### config.mk
export PLATFORM = sky130hd
export DESIGN_NAME = puf_response_collector
export DESIGN_NICKNAME = d
export VERILOG_FILES = /design/src/rtl/puf_response_collector.sv
export SDC_FILE = /design/constraint.sdc
export NUM_CORES = 1
export LEC_CHECK = 0
export CORE_ASPECT_RATIO = 0.8
export CORE_MARGIN = 2
export CORE_UTILIZATION = 55
export CTS_BUF_LIST = sky130_fd_sc_hd__clkbuf_16
export CTS_CLUSTER_SIZE = 30
export DETAILED_ROUTE_END_ITERATION = 8
export PLACE_DENSITY = 0.85
export SETUP_SLACK_MARGIN = 0.15
export SYNTH_ARGS = -nofsm -noshare
export SYNTH_HDL_FRONTEND = slang
export SYNTH_SLANG_ARGS = --single-unit
### constraint.sdc
create_clock -name clock -period 4.7 [get_ports clock]
set_clock_uncertainty 0.2 [all_clocks]
set_input_delay 0.705 -clock clock [delete_from_list [all_inputs] [get_ports clock]]
set_output_delay 0.705 -clock clock [all_outputs]
set_load 0.01 [all_outputs]
### src/rtl/puf_response_collector.sv
// Sequences one puf_parallel_subblock through RESP_BITS races and assembles the response word.
// Each race gets base_challenge + idx; a race that never reports done is forced to 0 and flagged.
module puf_response_collector #(
  parameter int RESP_BITS    = 16,
  parameter int CLEAR_CYCLES = 4,
  parameter int TIMEOUT      = 2000000
) (
  input  logic                 clock,
  input  logic                 reset,
  input  logic                 start,
  input  logic [7:0]           base_challenge,
  input  logic                 puf_done,
  input  logic                 puf_out,
  output logic [31:0]          puf_enable,
  output logic [7:0]           puf_challenge,
  output logic                 puf_reset,
  output logic                 busy,
  output logic [RESP_BITS-1:0] response,
  output logic                 response_valid,
  output logic                 timeout_err
);

  // state     | meaning
  // S_IDLE    | waiting for start, subblock held in reset
  // S_CLEAR   | subblock held in reset for CLEAR_CYCLES before a race
  // S_RUN     | oscillators enabled, waiting for done or timeout
  // S_CAPTURE | write the race result into response[idx]
  // S_DONE    | response word valid and held until the next start

  localparam int IDX_W = (RESP_BITS > 1) ? $clog2(RESP_BITS) : 1;
  localparam int TMO_W = $clog2(TIMEOUT);
  localparam int CLR_W = $clog2(CLEAR_CYCLES);

  localparam logic [IDX_W-1:0] IDX_LAST = IDX_W'(RESP_BITS - 1);
  localparam logic [TMO_W-1:0] TMO_LAST = TMO_W'(TIMEOUT - 1);
  localparam logic [CLR_W-1:0] CLR_LOAD = CLR_W'(CLEAR_CYCLES - 1);

  typedef enum logic [2:0] {
    S_IDLE,
    S_CLEAR,
    S_RUN,
    S_CAPTURE,
    S_DONE
  } state_e;

  state_e               state_q, state_d;
  logic [7:0]           base_q, base_d;
  logic [IDX_W-1:0]     idx_q, idx_d;
  logic [CLR_W-1:0]     clr_cnt_q, clr_cnt_d;
  logic [TMO_W-1:0]     tmo_cnt_q, tmo_cnt_d;
  logic                 tmo_q, tmo_d;
  logic [RESP_BITS-1:0] response_q, response_d;
  logic                 timeout_err_q, timeout_err_d;
  logic                 response_valid_q, response_valid_d;
  logic                 busy_q, busy_d;
  logic                 puf_reset_q, puf_reset_d;
  logic [31:0]          puf_enable_q, puf_enable_d;
  logic [7:0]           puf_challenge_q, puf_challenge_d;
  logic                 done_s1_q, done_s1_d, done_s2_q, done_s2_d;
  logic                 out_s1_q, out_s1_d, out_s2_q, out_s2_d;

  // Synchronizers are flushed during CLEAR so a stale done from the previous race cannot leak in.
  always_comb begin
    done_s1_d = puf_done;
    done_s2_d = done_s1_q;
    out_s1_d  = puf_out;
    out_s2_d  = out_s1_q;
    if (state_q == S_CLEAR) begin
      done_s1_d = 1'b0;
      done_s2_d = 1'b0;
      out_s1_d  = 1'b0;
      out_s2_d  = 1'b0;
    end
  end

  always_comb begin
    state_d       = state_q;
    base_d        = base_q;
    idx_d         = idx_q;
    clr_cnt_d     = clr_cnt_q;
    tmo_cnt_d     = tmo_cnt_q;
    tmo_d         = tmo_q;
    response_d    = response_q;
    timeout_err_d = timeout_err_q;

    case (state_q)
      S_IDLE, S_DONE: begin
        if (start) begin
          base_d        = base_challenge;
          idx_d         = '0;
          response_d    = '0;
          timeout_err_d = 1'b0;
          clr_cnt_d     = CLR_LOAD;
          state_d       = S_CLEAR;
        end
      end
      S_CLEAR: begin
        if (clr_cnt_q == '0) begin
          tmo_cnt_d = '0;
          state_d   = S_RUN;
        end else begin
          clr_cnt_d = clr_cnt_q - CLR_W'(1);
        end
      end
      S_RUN: begin
        if (done_s2_q) begin
          tmo_d   = 1'b0;
          state_d = S_CAPTURE;
        end else if (tmo_cnt_q == TMO_LAST) begin
          tmo_d   = 1'b1;
          state_d = S_CAPTURE;
        end else begin
          tmo_cnt_d = tmo_cnt_q + TMO_W'(1);
        end
      end
      S_CAPTURE: begin
        response_d[idx_q] = tmo_q ? 1'b0 : out_s2_q;
        if (tmo_q) timeout_err_d = 1'b1;
        if (idx_q == IDX_LAST) begin
          state_d = S_DONE;
        end else begin
          idx_d     = idx_q + IDX_W'(1);
          clr_cnt_d = CLR_LOAD;
          state_d   = S_CLEAR;
        end
      end
      default: state_d = S_IDLE;
    endcase
  end

  // Outputs are decoded from the next state so every port comes straight from a flop.
  always_comb begin
    puf_reset_d      = (state_d != S_RUN);
    puf_enable_d     = (state_d == S_RUN) ? 32'hFFFF_FFFF : 32'h0;
    busy_d           = (state_d == S_CLEAR) || (state_d == S_RUN) || (state_d == S_CAPTURE);
    response_valid_d = (state_d == S_DONE);
    puf_challenge_d  = base_d + 8'(idx_d);
  end

  always_ff @(posedge clock) begin
    if (reset) begin
      state_q          <= S_IDLE;
      base_q           <= '0;
      idx_q            <= '0;
      clr_cnt_q        <= '0;
      tmo_cnt_q        <= '0;
      tmo_q            <= 1'b0;
      response_q       <= '0;
      timeout_err_q    <= 1'b0;
      response_valid_q <= 1'b0;
      busy_q           <= 1'b0;
      puf_reset_q      <= 1'b1;
      puf_enable_q     <= '0;
      puf_challenge_q  <= '0;
      done_s1_q        <= 1'b0;
      done_s2_q        <= 1'b0;
      out_s1_q         <= 1'b0;
      out_s2_q         <= 1'b0;
    end else begin
      state_q          <= state_d;
      base_q           <= base_d;
      idx_q            <= idx_d;
      clr_cnt_q        <= clr_cnt_d;
      tmo_cnt_q        <= tmo_cnt_d;
      tmo_q            <= tmo_d;
      response_q       <= response_d;
      timeout_err_q    <= timeout_err_d;
      response_valid_q <= response_valid_d;
      busy_q           <= busy_d;
      puf_reset_q      <= puf_reset_d;
      puf_enable_q     <= puf_enable_d;
      puf_challenge_q  <= puf_challenge_d;
      done_s1_q        <= done_s1_d;
      done_s2_q        <= done_s2_d;
      out_s1_q         <= out_s1_d;
      out_s2_q         <= out_s2_d;
    end
  end

  assign puf_enable     = puf_enable_q;
  assign puf_challenge  = puf_challenge_q;
  assign puf_reset      = puf_reset_q;
  assign busy           = busy_q;
  assign response       = response_q;
  assign response_valid = response_valid_q;
  assign timeout_err    = timeout_err_q;

endmodule

# Word level (Yosys, flattened, before mapping)
# Index checks and enable logic that the tools add are counted.
dict set report classes {
  add_sub_neg 4
  n_lt_le_gt_ge 2
  eq_ne 18
  n_mux 31
  reduce_logical 16
}
# cell count
set ops {}
lappend ops {{$mux 21} 3}
lappend ops {{$pmux 21 s2} 1}
lappend ops {{$mux 32} 1}
lappend ops {{$pmux 16 s2} 1}
lappend ops {{$add 21x1->21 const B} 1}
lappend ops {{$eq 21x21->1 const B} 1}
lappend ops {{$bwmux 16} 1}
lappend ops {{$mux 16} 1}
lappend ops {{$mux 8} 2}
lappend ops {{$mux 3} 5}
lappend ops {{$eq 3x2->1 const B} 4}
lappend ops {{$ne 2x2->1 const B} 6}
lappend ops {{$pmux 3 s4} 1}
lappend ops {{$add 8x4->8} 1}
lappend ops {{$mux 4} 2}
lappend ops {{$pmux 4 s2} 1}
lappend ops {{$reduce_and 4->1} 2}
lappend ops {{$eq 3x1->1 const B} 2}
lappend ops {{$eq 3x3->1 const B} 2}
lappend ops {{$mux 1} 6}
lappend ops {{$mux 2} 3}
lappend ops {{$pmux 2 s3} 1}
lappend ops {{$reduce_bool 2->1} 3}
lappend ops {{$lt 4x5->1 const B} 1}
lappend ops {{other kinds (16)} 19}
dict set report totals {
  reg_bits 103
  output_inout_bits 60
  wordCells 88
}

# Longest topological paths before layout
dict set report depth {
  ltp_word 7
  ltp_mapped 14
  depth_no_buf 13
}

# Least setup slack after synthesis
# No wires, ideal clock.
dict set report synth_timing {
  kind {input -> register}
  startpoint {input start}
  endpoint {register puf_challenge_q[7], in the netlist puf_challenge[7]}
  arrival_time_ns 2.827
  required_time_ns 4.372
  path_slack_ns 1.545
  path_stages 10
  n_path_buf 1
  cell_sequence {nor3b_4 clkbuf_1 mux2i_1 inv_1 ha_1 a211o_1 o211ai_1 a221oi_1 xor2_1 nor2_1}
}
dict set report synth_between {
  elab_chain_len 3
}
# item line_no
set synth_lines {}
lappend synth_lines {{from (decl)} 10} ;# input logic start,
lappend synth_lines {{$mux 8} 88} ;# if (start) begin
lappend synth_lines {{$mux 8} 86} ;# case (state_q)
lappend synth_lines {{net base_d[1]} 47} ;# logic [7:0] base_q, base_d;
lappend synth_lines {{$add 8x4->8} 137} ;# puf_challenge_d = base_d + 8'(idx_d);
lappend synth_lines {{to (signal assigned)} 172} ;# puf_challenge_q <= puf_challenge_d;
lappend synth_lines {{to (decl)} 58} ;# logic [7:0] puf_challenge_q, puf_challenge_d;
# The timed path passes the listed nets, and every way through them passes these cells.
# A chain may end at the register's enable or synchronous reset.

# Worst setup path in the final report
dict set report layout_timing {
  startpoint {input start}
  endpoint {register puf_challenge_q[6], in the netlist puf_challenge[6]}
}
# The elaborated chain is that of the path after synthesis.

==> impl.org <==
** Timing
- The final critical path takes up 75.0% of the cycle.
- The final count of hold timing violations was 0.
- Sum Neg Setup Slack :: 0 ns
- The worst pin sits at a relative slew slack of 25.6%.
- Hold is met by 0.225 ns.
- The number of max-slew violations in the final report came to 0.
- RSZ-0062 raised after global routing :: no
- Period minus WS final :: 3.53 ns
- At the pin with the least slew margin, the transition time is 1.11 ns.
- Static timing analysis puts the maximum clock frequency at 0.284 GHz.
- The worst path meets setup with 1.17 ns of slack.
- Endpoints failing setup :: 0

** Die
- The floorplan step defined a die boundary enclosing 7130 um2.
- For this configuration, the core starts out at a cell density of 56.4%.
- Chip height :: 75.9 um
- Standard-cell row count :: 26
- CORE AREA :: 6310 um2
- Overall die width :: 93.9 um
- Number of top-level design ports :: 73

** Routing
- After the first detailed-routing iteration, the DRC count stood at 200.
- After detailed routing, the number of remaining DRC violations is 0.
- Via total after detailed routing :: 3081
- In the final routed layout, each cell accounts on average for 15.1 um.
- Post-Route WL :: 7.96 mm
- Once detail routing completed, the nets flagged for antenna violations numbered 0.
- Using the TritonRoute via totals, the vias-per-cell ratio works out to 5.86.
- The first detailed-routing pass took 4 iterations.

** Global routing
- First-pass GRT wire length :: 12.9 mm
- Global routing used 22.6% of the available tracks.
- Entering global routing, the biggest net connects 33 pins.
- The number of global-route vias before repair was 2763.
- Total overflow reported by the global router :: 0
- The number of antenna violations at the first check in global routing came to 0.

** Yosys
- Area share of and/or/nand/nor cells after synthesis :: 25.1%
- Distinct cells, synth :: 51
- Fraction of post-synthesis cell area in the top cell type by area :: 40.5%
- Dominant combinational cell family by area after synthesis :: simple AND/OR/NAND/NOR gates
- The most common cell in the synthesized netlist is dfxtp_1.
- Sorting the synthesized cells by how often they occur yields dfxtp_1 (72), nor2_1 (35), a21oi_1 (34).
- After synthesis, the share of flip-flops with an asynchronous set or reset is 0%.
- The synthesized netlist devotes 13.1% of its cell area to compound gates.
- Flip-flop and latch count after synthesis :: 72
- Sequential share of the synthesized area :: 40.5%
- Of the total synthesized cell area, the portion taken by XOR and XNOR cells is 3.69%.
- After synthesis, the share of cell area in mux cells is 3.20%.
- The Yosys step of the flow raised 0 warnings.
- Adder-cell area share of the yosys netlist :: 4.08%
- Synthesized instance count :: 404
- Primary FF master, synth :: dfxtp_1
- Number of flops mapped to enable cells by yosys :: 0
- In this run the cell area of the synthesized design comes to 3560 um2.
- Post-Synthesis Net Count :: 428
- Sorting the synthesized cells by area gives the leading types as dfxtp_1 (41%), buf_4 (6.8%), a21oi_1 (4.8%).
- Of all cell types, the one taking the most synthesized area is dfxtp_1.
- Synthesized area divided by synthesized cell count :: 8.80 um2

** Clock tree
- Hold-fix buffers at CTS :: 0
- Buffer levels on the longest clock path :: 2
- Clock latency of the later-clocked register in the worst-skew pair :: 0.32 ns
- Clock H-tree levels :: 3
- The tree is rooted in a clkbuf_16.
- Number of gates given a new drive strength after cts :: 0
- TritonCTS built the clock tree.
- In this run, CTS created clock tree buffers numbering 9.
- Number of sinks driven by the clock tree :: 72
- Clock transition at the registers of the reported paths :: 0.05 ns
- Setup Fix Bufs, Post-CTS :: 0

** Pwr
- Power density of the placed cells :: 339 nW/um2
- The worst-case IR drop observed on VDD is 0.258 mV.
- In this run the static leakage power is 1.54 nW.

** Hold path
- Kind of path behind the tightest hold check :: reg -> reg
- The startpoint identified for the worst hold timing path is out_s1_q$_SDFF_PP0_.
- Worst hold path cell count :: 1
- End point of the most critical hold path :: out_s2_q$_SDFF_PP0_

** Setup path
- Data on the critical path is required at its endpoint by 4.67 ns.
- Number of cells traversed by the worst register-to-register path :: 12
- Critical Path AT :: 3.49 ns
- Minimum setup slack among reg-to-reg paths :: 1.29 ns
- Nature of the critical path endpoint :: flip-flop
- Kind of critical path :: in -> reg
- The worst setup path is launched from an input pin.
- The worst register-to-register path begins at state_q[0]$_SDFF_PP0_.
- Critical-path maximum fanout :: 21
- In this run the critical register-to-register path is captured at puf_challenge[6]$_SDFF_PP0_.

** Run
- Max-cap viol count :: 0

** Place
- RD Place Congestion :: 0.875
- Detail Placement HPWL :: 5.37 mm
- Count of buffers inserted at the top-level ports :: 72
- After detailed placement, the total cell area comes to 4070 um2.
- Post-place setup slack :: 0.914 ns

** Final layout
- Layout Utilization :: 68.3%
- Ant. Diodes :: 0
- Fraction of layout cells with a size suffix above 1 :: 5.66%
- The area growth from synthesis to layout is 21.2%.
- Fill cell count :: 480
- Final instance area :: 4310 um2
- Number of nets in the final layout :: 464

** Status
- Run status :: completed
==> worst max-delay path: stages <==
cell and delay [ns]:
clkdlybuf4s50_1 0.42, or3b_1 0.66, nand2_1 0.15, nand2_1 0.11, ha_1 0.20, inv_1 0.07, fa_1 0.38, nor2b_1 0.19
o21ai_0 0.14, a22oi_1 0.23, xor2_1 0.17, nor2_1 0.05
==> routing by layer <==
layer  track usage [%]  share of wire [%]  up-vias
met3              5.67                6.5       11
met1              30.1                 46     1466
met2              35.8                 47      135
li1                  -                  -     1469
met5                 0                  0        -
met4              7.83                1.0        0
==> placed cells by master (no fill, tap or decap), types with 6 or more instances in the layout <==
master and count:
xnor2_1 11, mux2i_1 8, nand2_1 30, o211ai_1 12, ha_1 10, inv_1 10
nor2b_1 8, clkbuf_16 9, nor3_1 10, clkdlybuf4s50_1 72, nand3_1 23, nor2_1 35
nand4_1 9, and2_1 6, or3_1 8, dfxtp_1 72, a21oi_1 34, o21ai_1 8
==> through the flow <==
step	std cells	total power, W
after floorplan	404	0.000837
after global placement	513	0.000891
after detailed placement	513	0.000898
after CTS	526	0.00147
after global routing	526	0.00152
final	526	0.00146
==> area by class of cell <==
type / instances / area [um2] / area share (%)
clock inverters: 4 / 15.0 / 0.348
clock buffers: 9 / 225 / 5.22
well taps: 84 / 105 / 2.44
flip-flops and latches: 72 / 1440 / 33.4
multi-input cells: 273 / 1750 / 40.6
repair buffers: 74 / 736 / 17.1
inverters: 10 / 37.5 / 0.871
==> sequential cells by signal, indices dropped and copies added, names as in the netlist <==
| register | count |
|---|---|
| base_q | 8 |
| done_s2_q | 1 |
| busy | 1 |
| clr_cnt_q | 2 |
| puf_challenge | 8 |
| done_s1_q | 1 |
| puf_reset | 1 |
| state_q | 3 |
| response_valid | 1 |
| timeout_err | 1 |
| tmo_cnt_q | 21 |
| idx_q | 4 |
| puf_enable | 1 |
| out_s2_q | 1 |
| out_s1_q | 1 |
| tmo_q | 1 |
| response | 16 |
==> kinds of logic (layout without fill, tap and decap cells) <==
kind of cell,after synthesis,after routing
and+or+nand+nor,161,161
AOI/OAI and AO/OA,75,75
DFF,72,72
buffers and inverters,59,97
xor gates and xnor gates,15,15
adders and majority gates,11,11
muxes,11,11
==> power breakdown <==
group	leakage, nW	switching [W]	internal (W)
registers	0.585	0.0000239	0.000637
clock network	0.117	0.000233	0.000340
logic	0.833	0.000117	0.000112
total	1.54	0.000374	0.00109
==> worst max path at each step <==
stage | start | end
3_3_place_gp | start | puf_challenge[6]$_SDFF_PP0_
6_report | start | puf_challenge[6]$_SDFF_PP0_
5_1_grt | start | puf_challenge[6]$_SDFF_PP0_
2_1_floorplan | start | puf_challenge[7]$_SDFF_PP0_
4_1_cts | start | puf_challenge[6]$_SDFF_PP0_
3_5_place_dp | start | puf_challenge[6]$_SDFF_PP0_
No activity file was read; power rests on OpenSTA's default activity.
